==> config.mk <==
export PLATFORM = sky130hd
export DESIGN_NAME = fifo_wr_arbiter_flat
export DESIGN_NICKNAME = d
export VERILOG_FILES = /design/src/rtl/fifo_wr_arbiter_if.sv /design/src/rtl/fifo_wr_arbiter.sv /design/src/flat_wrapper.sv
export SDC_FILE = /design/constraint.sdc
export NUM_CORES = 1
export LEC_CHECK = 0
export BUFFER_PORTS_ARGS = -buffer_cell sky130_fd_sc_hd__buf_2
export CAP_MARGIN = 20
export CORE_AREA = 5 5 57 59
export CTS_CLUSTER_SIZE = 40
export DETAILED_ROUTE_END_ITERATION = 8
export DIE_AREA = 0 0 62 64
export GPL_ROUTABILITY_DRIVEN = 0
export PLACE_DENSITY = 0.79
export SETUP_SLACK_MARGIN = 0.02
export SLEW_MARGIN = 5
export SYNTH_ARGS = -nofsm -noshare
export SYNTH_HDL_FRONTEND = slang
export SYNTH_SLANG_ARGS = --single-unit
==> constraint.sdc <==
create_clock -name clk -period 4.25 [get_ports clk]
set_clock_uncertainty 0.1 [all_clocks]
set_input_delay 0.85 -clock clk [delete_from_list [all_inputs] [get_ports clk]]
set_output_delay 0.85 -clock clk [all_outputs]
set_load 0.005 [all_outputs]
==> src/rtl/fifo_wr_arbiter_if.sv <==
// Bundle between the write-port arbiter and its producers / FIFO.
// master = arbiter side, slave = producers and FIFO side.
interface fifo_wr_arbiter_if #(
  parameter int unsigned NUM_REQ = 4,
  parameter int unsigned DATA_W  = 8,
  parameter int unsigned CNT_W   = 8
);
  logic [NUM_REQ-1:0]        req_valid;
  logic [NUM_REQ*DATA_W-1:0] req_data;
  logic [NUM_REQ-1:0]        req_ready;
  logic [CNT_W-1:0]          fifo_counter;
  logic                      fifo_full;
  logic                      fifo_wr_en;
  logic [DATA_W-1:0]         fifo_buf_in;
  logic [2:0]                grant_id;
  logic                      busy;
  logic                      stall;

  modport master (
    input  req_valid, req_data, fifo_counter, fifo_full,
    output req_ready, fifo_wr_en, fifo_buf_in, grant_id, busy, stall
  );

  modport slave (
    output req_valid, req_data, fifo_counter, fifo_full,
    input  req_ready, fifo_wr_en, fifo_buf_in, grant_id, busy, stall
  );
endinterface

==> src/rtl/fifo_wr_arbiter.sv <==
// Round-robin arbiter sharing one FIFO write port among NUM_REQ producers,
// granting bursts of up to BURST_MAX words and never overflowing the FIFO.
module fifo_wr_arbiter #(
  parameter int unsigned NUM_REQ   = 4,
  parameter int unsigned DATA_W    = 8,
  parameter int unsigned DEPTH     = 64,
  parameter int unsigned CNT_W     = 8,
  parameter int unsigned BURST_MAX = 4
) (
  input  logic            clk,
  input  logic            rst,
  fifo_wr_arbiter_if.master bus
);

  typedef enum logic {IDLE, GRANT} state_e;

  state_e              state_q, state_d;
  logic [2:0]          grant_q, grant_d;
  logic [2:0]          rr_q, rr_d;
  logic [3:0]          burst_q, burst_d;
  logic                wr_en_q, wr_en_d;
  logic [DATA_W-1:0]   buf_q, buf_d;

  logic [2:0]          winner;
  logic                found;
  logic                owner_valid;
  logic [DATA_W-1:0]   owner_data;
  logic [NUM_REQ-1:0]  ready;
  logic [CNT_W:0]      occ;
  logic                space_ok;
  logic                xfer;

  // The registered write still in flight counts against the free space.
  assign occ      = {1'b0, bus.fifo_counter} + {{CNT_W{1'b0}}, wr_en_q};
  assign space_ok = !bus.fifo_full && (occ < (CNT_W+1)'(DEPTH));

  always_comb begin
    owner_valid = 1'b0;
    owner_data  = '0;
    for (int unsigned i = 0; i < NUM_REQ; i++) begin
      if (grant_q == 3'(i)) begin
        owner_valid = bus.req_valid[i];
        owner_data  = bus.req_data[i*DATA_W +: DATA_W];
      end
    end
  end

  // First valid requester after rr_q, wrapping modulo NUM_REQ.
  always_comb begin : pick
    int unsigned idx;
    idx    = 0;
    winner = '0;
    found  = 1'b0;
    for (int unsigned k = 1; k <= NUM_REQ; k++) begin
      idx = (32'(rr_q) + k) % NUM_REQ;
      for (int unsigned j = 0; j < NUM_REQ; j++) begin
        if (!found && (idx == j) && bus.req_valid[j]) begin
          found  = 1'b1;
          winner = 3'(j);
        end
      end
    end
  end

  always_comb begin
    ready = '0;
    for (int unsigned i = 0; i < NUM_REQ; i++) begin
      if ((state_q == GRANT) && (grant_q == 3'(i))) ready[i] = space_ok;
    end
  end

  assign xfer = (state_q == GRANT) && owner_valid && space_ok;

  always_comb begin
    state_d = state_q;
    grant_d = grant_q;
    rr_d    = rr_q;
    burst_d = burst_q;
    wr_en_d = 1'b0;
    buf_d   = buf_q;
    case (state_q)
      IDLE: begin
        if (found) begin
          grant_d = winner;
          burst_d = '0;
          state_d = GRANT;
        end
      end
      GRANT: begin
        if (xfer) begin
          wr_en_d = 1'b1;
          buf_d   = owner_data;
          burst_d = burst_q + 4'd1;
          if (burst_q == 4'(BURST_MAX - 1)) begin
            state_d = IDLE;
            rr_d    = grant_q;
          end
        end else if (!owner_valid) begin
          state_d = IDLE;
          rr_d    = grant_q;
        end
      end
      default: state_d = IDLE;
    endcase
  end

  always_ff @(posedge clk or posedge rst) begin
    if (rst) begin
      state_q <= IDLE;
      grant_q <= '0;
      rr_q    <= 3'(NUM_REQ - 1);
      burst_q <= '0;
      wr_en_q <= 1'b0;
      buf_q   <= '0;
    end else begin
      state_q <= state_d;
      grant_q <= grant_d;
      rr_q    <= rr_d;
      burst_q <= burst_d;
      wr_en_q <= wr_en_d;
      buf_q   <= buf_d;
    end
  end

  assign bus.req_ready   = ready;
  assign bus.fifo_wr_en  = wr_en_q;
  assign bus.fifo_buf_in = buf_q;
  assign bus.grant_id    = grant_q;
  assign bus.busy        = (state_q == GRANT);
  assign bus.stall       = (state_q == GRANT) && owner_valid && !space_ok;

endmodule

==> src/flat_wrapper.sv <==
// flat-port wrapper written by rule: the top's interface ports become plain ports
module fifo_wr_arbiter_flat 
#(
  parameter int unsigned NUM_REQ   = 4,
  parameter int unsigned DATA_W    = 8,
  parameter int unsigned DEPTH     = 64,
  parameter int unsigned CNT_W     = 8,
  parameter int unsigned BURST_MAX = 4
)
  (clk, rst, bus_req_valid, bus_req_data, bus_fifo_counter, bus_fifo_full, bus_req_ready, bus_fifo_wr_en, bus_fifo_buf_in, bus_grant_id, bus_busy, bus_stall);
  fifo_wr_arbiter_if #(.NUM_REQ(NUM_REQ), .DATA_W(DATA_W), .CNT_W(CNT_W)) bus_i ();
  input  logic clk;
  input  logic rst;
  input wire logic [$bits(bus_i.req_valid)-1:0] bus_req_valid;
  input wire logic [$bits(bus_i.req_data)-1:0] bus_req_data;
  input wire logic [$bits(bus_i.fifo_counter)-1:0] bus_fifo_counter;
  input wire logic [$bits(bus_i.fifo_full)-1:0] bus_fifo_full;
  output wire logic [$bits(bus_i.req_ready)-1:0] bus_req_ready;
  output wire logic [$bits(bus_i.fifo_wr_en)-1:0] bus_fifo_wr_en;
  output wire logic [$bits(bus_i.fifo_buf_in)-1:0] bus_fifo_buf_in;
  output wire logic [$bits(bus_i.grant_id)-1:0] bus_grant_id;
  output wire logic [$bits(bus_i.busy)-1:0] bus_busy;
  output wire logic [$bits(bus_i.stall)-1:0] bus_stall;
  assign bus_i.req_valid = bus_req_valid;
  assign bus_i.req_data = bus_req_data;
  assign bus_i.fifo_counter = bus_fifo_counter;
  assign bus_i.fifo_full = bus_fifo_full;
  assign bus_req_ready = bus_i.req_ready;
  assign bus_fifo_wr_en = bus_i.fifo_wr_en;
  assign bus_fifo_buf_in = bus_i.fifo_buf_in;
  assign bus_grant_id = bus_i.grant_id;
  assign bus_busy = bus_i.busy;
  assign bus_stall = bus_i.stall;
  fifo_wr_arbiter #(.NUM_REQ(NUM_REQ), .DATA_W(DATA_W), .DEPTH(DEPTH), .CNT_W(CNT_W), .BURST_MAX(BURST_MAX)) u_core (.clk(clk), .rst(rst), .bus(bus_i));
endmodule
==> flow_metrics.env, run 1 <==
export IMPL_outcome="finished, final reports clean"
export IMPL_clockPowerShare_pct=13.5
export IMPL_antenna_left=0
export IMPL_slew_headroom_pct=49.7
export IMPL_first_iter_violations=24
export IMPL_cts_max_level=1
export IMPL_startpoint_type="primary input"
export IMPL_dpl_cell_count=183
export IMPL_fp_row_count=19
export IMPL_async_flop_share_pct=100
export IMPL_end_kind="output pin"
export IMPL_combinationalPowerShare_pct=42.1
export IMPL_wl_um=2860
export IMPL_multi_input_area_sq_um=634
export IMPL_synth_nets=144
export IMPL_synth_edf_count=0
export IMPL_finalHoldViolations=0
export IMPL_area_growth_pct=30.0
export IMPL_post_synth_top_area_cell="dfrtp_1"
export IMPL_post_cts_buffers=0
export IMPL_diodes=0
export IMPL_path_clk_slew_ps=110
export IMPL_ys_ff_latch=18
export IMPL_gr_total_overflow=0
export IMPL_die_x_um=62
export IMPL_synth_cell_type_count=33
export IMPL_cts_resized=0
export IMPL_wire_per_inst_um=15.3
export IMPL_grt_pass1_wl_um=4930
export IMPL_yosys_warnings=0
export IMPL_synthCells=96
export IMPL_r2r_slack_ps=1850
export IMPL_netSwitchingPower_uw=273
export IMPL_n_fill_cell=252
export IMPL_die_h_um=64
export IMPL_rsz0062_at_grt="no"
export IMPL_synth_common_cells="16 x dfrtp_1, 9 x mux4_2, 8 x mux2_2"
export IMPL_grt_util_all_layers_pct=16.5
export IMPL_crit_chain="buf_2 > nor3_1 > o211ai_1 > nor3b_1 > buf_2"
export IMPL_yosys_most_used_dff="dfrtp_1"
export IMPL_setup_ws_ps=1160
export IMPL_yosys_cell_count_top_type="dfrtp_1"
export IMPL_switching_share_pct=34.8
export IMPL_vias=1023
export IMPL_clock_fmax_mhz=323
export IMPL_stdcell_area_sq_mm=0.00150
export IMPL_cp_data_arrival_time_ps=2140
export IMPL_dp_hpwl_um=2290
export IMPL_numCtsBuffers=3
export IMPL_start_util_pct=43.2
export IMPL_synth_top_area_share_pct=34.8
export IMPL_crit_path_frequent_cell="buf_2"
export IMPL_ys_seq_area_share_pct=39.3
export IMPL_io_pins=65
export IMPL_nets=205
export IMPL_dp_slack_ps=1160
export IMPL_slew_violations=0
export IMPL_dieArea_sq_mm=0.00397
export IMPL_final_cells=187
export IMPL_clk_latency_ps=300
export IMPL_port_buffer_count=63
export IMPL_post_dp_cell_area_sq_mm=0.00146
export IMPL_cts_sinks=18
export IMPL_final_min_clock_period_ps=3090
export IMPL_worstHoldPathType="reg2reg"
export IMPL_dr_pass1_iters=4
export IMPL_required_ps=3300
export IMPL_crit_type="in2out"
export IMPL_power_frac_seq_pct=44.4
export IMPL_ir_drop_v=0.000376
export IMPL_drc_errors=0
export IMPL_cts_root_buffer="clkbuf_4"
export IMPL_ys_top_cells_by_area="dfrtp_1 35%, mux4_2 18%, mux2_2 7.8%"
export IMPL_grt_antenna_before_repair=0
export IMPL_crit_fanout=5
export IMPL_netlist_area_sq_mm=0.00115
export IMPL_final_util_pct=56.2
export IMPL_slowest_delay_ps=500
export IMPL_power_density_mw_per_mm2=523
export IMPL_drive_gt1_share_pct=57.1
export IMPL_viasPerCell=5.47
export IMPL_cts_tree="yes"
export IMPL_first_global_vias=1135
export IMPL_syn_avg_cell_area_sq_um=12.0
export IMPL_holdBufCountCts=0
export IMPL_seqCellArea_sq_um=453
export IMPL_internal_power_uw=511
export IMPL_cts_buffer_depth=2
export IMPL_core_sq_mm=0.00266
export IMPL_fin_crit_sh_pct=72.8
export IMPL_fin_setup_tns_ps=0
export IMPL_worstMarginPinSlew_ps=755
export IMPL_max_cap_viol_count=0
export IMPL_grt_max_degree=19
export IMPL_leakage_nw=0.761
export IMPL_setup_viol=0
export IMPL_cp_slowest_cell="nor3_1"
[layout by cell type, fill, tap and decap left out, drive strengths merged, types with 3 or more instances in the layout]
master,instances
a21o,3
a21oi,4
nand3,5
inv,5
mux2,10
o21ai,4
nor3b,4
clkbuf,4
dfrtp,16
o211ai,3
buf,63
mux4,9
nor2,4
[layout make-up]
cell class	instances	share of cell area [%]
clock buffers	4	2.42
inverters	5	1.25
flip-flops and latches	18	30.3
multi-input cells	66	42.4
repair buffers	63	21.1
well taps	31	2.59
[stage by stage]
step / hold WS, ps / power (mW)
global route: 430 / 0.852
finish: 415 / 0.783
detailed placement: 395 / 0.687
global placement: 383 / 0.667
CTS: 420 / 0.795
floorplan: 386 / 0.575
[per-layer routing]
| metal | up-vias | part of all wire [%] | track usage [%] |
|---|---|---|---|
| li1 | 484 | - | - |
| met1 | 492 | 38 | 19.4 |
| met2 | 43 | 51 | 27.5 |
| met3 | 4 | 9.0 | 4.83 |
| met4 | 0 | 1.8 | 6.37 |
| met5 | - | 0 | 0 |
[registers in the layout, indices dropped and copies added (netlist names)]
name                    count
u_core.bus.fifo_buf_in      8
u_core.burst_q              4
u_core.bus.grant_id         2
u_core.rr_q                 2
u_core.bus.busy             1
u_core.bus.fifo_wr_en       1
[critical path: cells and delay by family]
kind | cells | cell delay [ps]
buf+inv | 2 | 250
simple gates | 2 | 740
compound gates | 1 | 310
[power by group through the flow]
stage / clock network (mW) / registers (mW) / logic, mW
2_1_floorplan: 0 / 0.288 / 0.286
3_3_place_gp: 0 / 0.345 / 0.322
3_5_place_dp: 0 / 0.354 / 0.333
4_1_cts: 0.110 / 0.350 / 0.335
5_1_grt: 0.118 / 0.367 / 0.366
6_report: 0.105 / 0.348 / 0.330
[worst paths after layout]
check	startpoint	end	cells after the start
max	bus_fifo_counter[7]	bus_req_ready[2]	5
min	u_core.bus.fifo_buf_in[7]	u_core.bus.fifo_buf_in[7]	1
max reg2reg	u_core.bus.grant_id[0]	u_core.bus.fifo_buf_in[0]	3
min reg2reg	u_core.bus.fifo_buf_in[7]	u_core.bus.fifo_buf_in[7]	1
max in group asynchronous	rst	u_core.bus.fifo_buf_in[2]	2
min in group asynchronous	rst	u_core.bus.fifo_buf_in[6]	2
[kinds of logic (layout without fill, tap and decap cells)]
kind of cell	count (synthesis)	in the layout	synth area share [%]
DFF	18	18	39.3
buffers and inverters	12	72	5.54
adders and majority gates	1	1	1.09
muxes	21	21	29.8
AOI/OAI and AO/OA	21	21	13.6
other	1	1	0.326
and+or+nand+nor	22	22	10.3
Power figures use the tool's default switching activity.
==> run 2: changes to the inputs <==
--- a/config.mk
+++ b/config.mk
@@ -7,12 +7,12 @@
 export LEC_CHECK = 0
 export BUFFER_PORTS_ARGS = -buffer_cell sky130_fd_sc_hd__buf_2
 export CAP_MARGIN = 20
-export CORE_AREA = 5 5 57 59
+export CORE_AREA = 5 5 58 60
 export CTS_CLUSTER_SIZE = 40
 export DETAILED_ROUTE_END_ITERATION = 8
-export DIE_AREA = 0 0 62 64
+export DIE_AREA = 0 0 63 65
 export GPL_ROUTABILITY_DRIVEN = 0
-export PLACE_DENSITY = 0.79
+export PLACE_DENSITY = 0.76
 export SETUP_SLACK_MARGIN = 0.02
 export SLEW_MARGIN = 5
 export SYNTH_ARGS = -nofsm -noshare
==> constraint.sdc (replaced) <==
create_clock -name clk -period 3.1 [get_ports clk]
set_clock_uncertainty 0.1 [all_clocks]
set_input_delay 0.62 -clock clk [delete_from_list [all_inputs] [get_ports clk]]
set_output_delay 0.62 -clock clk [all_outputs]
set_load 0.005 [all_outputs]
==> flow_metrics.env, run 2 (synthesized netlist as in run 1, its figures left out) <==
export IMPL_dr_wl_met3_um=226
export IMPL_holdBufCountCts=0
export IMPL_dp_slack_ps=592
export IMPL_leakage_nw=0.765
export IMPL_nets=207
export IMPL_combinationalPowerShare_pct=47.1
export IMPL_numCtsBuffers=3
export IMPL_met1_length_um=1000
export IMPL_dr_max_layer_used="met4"
export IMPL_cp_slowest_cell="o211ai_1"
export IMPL_antenna_left=0
export IMPL_first_iter_violations=20
export IMPL_grt_pass1_wl_um=5050
export IMPL_netSwitchingPower_uw=374
export IMPL_first_global_vias=1126
export IMPL_largest_reg_flops=8
export IMPL_crit_end="bus_req_ready[3]"
export IMPL_core_sq_mm=0.00288
export IMPL_setup_viol=0
export IMPL_rsz0062_at_grt="no"
export IMPL_worstHoldPathType="in2async"
export IMPL_clk_latency_ps=290
export IMPL_power_frac_seq_pct=41.6
export IMPL_setup_ws_ps=602
export IMPL_wire_per_inst_um=15.5
export IMPL_grt_max_degree=19
export IMPL_grt_util_all_layers_pct=15.5
export IMPL_required_ps=2380
export IMPL_viasPerCell=5.48
export IMPL_crit_type="in2out"
export IMPL_post_cts_buffers=0
export IMPL_worstMarginPinSlew_ps=679
export IMPL_die_x_um=63
export IMPL_slew_violations=0
export IMPL_area_growth_pct=30.7
export IMPL_holdWs_ps=311
export IMPL_cts_root_buffer="clkbuf_4"
export IMPL_r2r_cells=4
export IMPL_crit_family="compound AO/OA/AOI/OAI gates"
export IMPL_crit_path_frequent_cell="buf_2"
export IMPL_final_cells=191
export IMPL_clockPowerShare_pct=11.3
export IMPL_end_kind="output pin"
export IMPL_path_clk_slew_ps=100
export IMPL_r2r_end="u_core.burst_q[3]"
export IMPL_cp_depth=6
export IMPL_port_buffer_count=63
export IMPL_io_pins=65
export IMPL_routed_wl_met2_um=1670
export IMPL_vias=1046
export IMPL_dpl_cell_count=187
export IMPL_cts_tree="yes"
export IMPL_final_min_clock_period_ps=2500
export IMPL_clock_fmax_mhz=400
export IMPL_wl_um=2960
export IMPL_crit_fanout=5
export IMPL_crit_buf_inv=3
export IMPL_finalHoldViolations=0
export IMPL_drive_gt1_share_pct=57.0
export IMPL_crit_chain="buf_2 > nand4_1 > o211ai_1 > inv_1 > and3_1 > buf_2"
export IMPL_max_cap_viol_count=0
export IMPL_slew_headroom_pct=54.7
export IMPL_fin_setup_tns_ps=0
export IMPL_final_util_pct=52.3
export IMPL_cts_max_level=1
export IMPL_outcome="finished, final reports clean"
export IMPL_cts_sinks=18
export IMPL_cts_buffer_depth=2
export IMPL_internal_power_uw=688
export IMPL_fp_row_count=20
export IMPL_mostFrequentLayoutCells="63 x buf_2, 16 x dfrtp_1, 9 x mux4_2, 8 x mux2_2"
export IMPL_start_util_pct=40.0
export IMPL_cp_data_arrival_time_ps=1780
export IMPL_reg2reg_from="u_core.bus.grant_id[1]"
export IMPL_slowest_delay_ps=490
export IMPL_fin_crit_sh_pct=80.6
export IMPL_switching_share_pct=35.2
export IMPL_r2r_slack_ps=960
export IMPL_dr_pass1_iters=5
export IMPL_die_h_um=65
export IMPL_gr_total_overflow=0
export IMPL_drc_errors=0
export IMPL_startpoint_type="primary input"
export IMPL_dp_hpwl_um=2430
export IMPL_dieArea_sq_mm=0.00410
export IMPL_diodes=0
export IMPL_ir_drop_v=0.000361
export IMPL_power_density_mw_per_mm2=706
export IMPL_layout_commonest_cell="buf_2"
export IMPL_startpoint="bus_fifo_counter[1]"
export IMPL_grt_antenna_before_repair=0
export IMPL_cts_resized=0
run 2: changes by cell type in the layout (fill, tap and decap cells not counted), sizes merged:
cell  before  now
buf       63   65
run 2: worst min-delay path by stage:
stage | start | to | slack, ps | depth (start not counted)
floorplan | u_core.burst_q[0] | u_core.burst_q[0] | 390 | 1
global placement | u_core.bus.fifo_buf_in[6] | u_core.bus.fifo_buf_in[6] | 390 | 1
detailed placement | u_core.bus.fifo_buf_in[2] | u_core.bus.fifo_buf_in[2] | 400 | 1
CTS | rst | u_core.bus.fifo_buf_in[6] | 340 | 2
global route | rst | u_core.burst_q[3] | 370 | 2
finish | rst | u_core.burst_q[3] | 310 | 2
run 2: routing by layer:
metal	track usage (%)	vias to the layer above
li1	-	486
met1	15.7	506
met2	29.5	48
met3	2.77	6
met4	8.49	0
met5	0	-
run 2: power groups by stage:
stage | Combinational (mW) | Clock, mW | Sequential [mW]
2_1_floorplan | 0.393 | 0 | 0.395
3_3_place_gp | 0.491 | 0 | 0.437
3_5_place_dp | 0.510 | 0 | 0.447
4_1_cts | 0.511 | 0.125 | 0.443
5_1_grt | 0.554 | 0.139 | 0.461
6_report | 0.500 | 0.120 | 0.442
run 2: through the flow:
stage               cell area (sq um)  power [mW]
global placement                 1480       0.928
detailed placement               1480       0.957
global route                     1500        1.15
floorplan                        1150       0.788
CTS                              1500        1.08
finish                           1500        1.06
run 2: area by class of cell:
cell class / count / area (sq um)
multi-input combinational: 66 / 634
sequential: 18 / 453
clock buffer: 4 / 26.3
timing repair buffer: 65 / 330
tap: 33 / 41.3
inverter: 5 / 18.8
fill: 262 / 1370
==> run 3: changes to the inputs <==
--- a/config.mk
+++ b/config.mk
@@ -5,12 +5,13 @@
 export SDC_FILE = /design/constraint.sdc
 export NUM_CORES = 1
 export LEC_CHECK = 0
+export ABC_AREA = 1
 export BUFFER_PORTS_ARGS = -buffer_cell sky130_fd_sc_hd__buf_2
 export CAP_MARGIN = 20
-export CORE_AREA = 5 5 58 60
+export CORE_AREA = 5 5 60 62
 export CTS_CLUSTER_SIZE = 40
 export DETAILED_ROUTE_END_ITERATION = 8
-export DIE_AREA = 0 0 63 65
+export DIE_AREA = 0 0 65 67
 export GPL_ROUTABILITY_DRIVEN = 0
 export PLACE_DENSITY = 0.76
 export SETUP_SLACK_MARGIN = 0.02
==> constraint.sdc (replaced) <==
create_clock -name clk -period 2.5 [get_ports clk]
set_clock_uncertainty 0.1 [all_clocks]
set_input_delay 0.5 -clock clk [delete_from_list [all_inputs] [get_ports clk]]
set_output_delay 0.5 -clock clk [all_outputs]
set_load 0.005 [all_outputs]
==> flow_metrics.env, run 3 <==
export IMPL_fin_crit_sh_pct=92.6
export IMPL_diodes=0
export IMPL_area_growth_pct=30.2
export IMPL_combinationalPowerShare_pct=55.9
export IMPL_crit_fanout=9
export IMPL_synth_edf_count=0
export IMPL_cts_sinks=18
export IMPL_post_dp_cell_area_sq_mm=0.00162
export IMPL_antenna_left=0
export IMPL_rsz0062_at_grt="yes"
export IMPL_cts_buffer_depth=2
export IMPL_mostFrequentLayoutCells="63 x buf_2, 60 x nand2_1, 16 x nand3_1, 15 x dfrtp_1, 14 x nor2_1"
export IMPL_setup_viol=0
export IMPL_yosys_area_share_simple_pct=42.1
export IMPL_async_flop_share_pct=100
export IMPL_yosys_cell_count_top_type="nand2_1"
export IMPL_slew_headroom_pct=54.5
export IMPL_vias=1389
export IMPL_die_x_um=65
export IMPL_wire_per_inst_um=12.1
export IMPL_dr_pass1_iters=4
export IMPL_port_buffer_count=63
export IMPL_first_global_vias=1366
export IMPL_yosys_warnings=0
export IMPL_die_h_um=67
export IMPL_stdcell_area_sq_mm=0.00166
export IMPL_wl_um=3370
export IMPL_switching_share_pct=45.7
export IMPL_r2r_cells=13
export IMPL_end_kind="output pin"
export IMPL_fin_setup_tns_ps=0
export IMPL_leakage_nw=0.918
export IMPL_numCtsBuffers=3
export IMPL_final_util_pct=55.8
export IMPL_io_pins=65
export IMPL_post_synth_top_area_cell="dfrtp_1"
export IMPL_synthCells=182
export IMPL_synth_top_area_share_pct=31.4
export IMPL_required_ps=1900
export IMPL_drive_gt1_share_pct=36.2
export IMPL_muxShareOfSynthArea_pct=0
export IMPL_power_density_mw_per_mm2=964
export IMPL_clk_latency_ps=290
export IMPL_synth_cell_type_count=33
export IMPL_cts_root_buffer="clkbuf_4"
export IMPL_power_frac_seq_pct=32.8
export IMPL_grt_max_degree=19
export IMPL_grt_pass1_wl_um=5730
export IMPL_fp_row_count=20
export IMPL_outcome="finished, final reports clean"
export IMPL_layout_commonest_cell="buf_2"
export IMPL_path_clk_slew_ps=100
export IMPL_first_iter_violations=49
export IMPL_internal_power_uw=869
export IMPL_nets=295
export IMPL_gr_total_overflow=0
export IMPL_cts_tree="yes"
export IMPL_dieArea_sq_mm=0.00436
export IMPL_synth_compound_area_share_pct=13.0
export IMPL_slew_violations=0
export IMPL_clock_fmax_mhz=432
export IMPL_core_sq_mm=0.00298
export IMPL_final_min_clock_period_ps=2310
export IMPL_finalHoldViolations=0
export IMPL_grt_util_all_layers_pct=16.5
export IMPL_clockPowerShare_pct=11.2
export IMPL_netlist_area_sq_mm=0.00128
export IMPL_synth_common_cells="60 x nand2_1, 16 x dfrtp_1, 16 x nand3_1"
export IMPL_cp_data_arrival_time_ps=1710
export IMPL_ys_top_cells_by_area="dfrtp_1 31%, nand2_1 18%, nand3_1 6.3%"
export IMPL_synthAdderAreaFrac_pct=0.980
export IMPL_viasPerCell=4.98
export IMPL_cts_max_level=1
export IMPL_max_cap_viol_count=0
export IMPL_worstMarginPinSlew_ps=681
export IMPL_drc_errors=0
export IMPL_ys_ff_latch=18
export IMPL_netSwitchingPower_uw=732
export IMPL_worstHoldPathType="in2async"
export IMPL_holdBufCountCts=0
export IMPL_synth_top_family_by_area="simple AND/OR/NAND/NOR gates"
export IMPL_ir_drop_v=0.000419
export IMPL_syn_avg_cell_area_sq_um=7.01
export IMPL_yosys_most_used_dff="dfrtp_1"
export IMPL_grt_antenna_before_repair=0
export IMPL_start_util_pct=42.9
export IMPL_largest_reg_flops=8
export IMPL_ys_seq_area_share_pct=35.5
export IMPL_startpoint_type="flop"
export IMPL_dp_hpwl_um=2790
export IMPL_synth_xor_area_share_pct=1.37
export IMPL_crit_type="reg2out"
export IMPL_synth_nets=230
==> run 3: cell families after synthesis <==
group | Yosys count
AOI/OAI and AO/OA | 27
and+or+nand+nor | 114
other | 1
buffers and inverters | 19
xor gates and xnor gates | 2
adders and majority gates | 1
DFF | 18
==> run 3: critical path: stages, from the launching register on <==
cell and delay [ps]:
dfrtp_1 500, nor2_4 270, inv_1 90, nor2_1 90
a221oi_1 50, o21ai_1 150, nand2_1 70, nor2_1 80
buf_2 120
==> run 3: cell type report <==
class | instances | area (sq um)
Clock buffer | 4 | 36.3
Tap cell | 33 | 41.3
Timing Repair Buffer | 66 | 338
Sequential cell | 18 | 454
Multi-Input combinational cell | 145 | 743
Fill cell | 315 | 1320
Inverter | 13 | 48.8
==> run 3: repair_timing <==
item                       CTS  global route
setup buffers                0             0
setup endpoints to repair    0             3
gates resized for setup      0             2
==> run 3: path summary, 6_finish.rpt <==
| check | from | end | slack, ps |
|---|---|---|---|
| max reg2reg | u_core.rr_q[1] | u_core.burst_q[0] | 340 |
| min | rst | u_core.bus.fifo_buf_in[5] | 190 |
| max in group asynchronous | rst | u_core.bus.grant_id[0] | 1630 |
| min in group clk | bus_req_data[25] | u_core.bus.fifo_buf_in[1] | 370 |
| max | u_core.bus.grant_id[1] | bus_stall | 190 |
| min reg2reg | u_core.bus.fifo_buf_in[4] | u_core.bus.fifo_buf_in[4] | 390 |
==> run 3: metrics by stage <==
stage | setup WS (ps) | hold slack (ps) | power (mW) | instances
6_report | 185 | 192 | 1.60 | 279
5_1_grt | -52.8 | 247 | 1.78 | 279
4_1_cts | 74.9 | 207 | 1.62 | 279
3_5_place_dp | 209 | 371 | 1.43 | 275
3_3_place_gp | 279 | 363 | 1.41 | 275
2_1_floorplan | 547 | 337 | 1.15 | 182
==> run 3: power by group through the flow <==
stage / combinational (mW) / sequential [mW] / clock (mW)
2_1_floorplan: 0.670 / 0.483 / 0
3_3_place_gp: 0.887 / 0.524 / 0
3_5_place_dp: 0.904 / 0.528 / 0
4_1_cts: 0.910 / 0.523 / 0.183
5_1_grt: 1.04 / 0.545 / 0.194
6_report: 0.896 / 0.526 / 0.180
==> run 3: routing by layer <==
layer  up-vias  wire length [um]  track usage [%]
li1        739                 -                -
met1       611              1420             19.4
met2        39              1730             30.0
met3         0               216             3.71
met4         0                 0             3.96
met5         -                 0                0
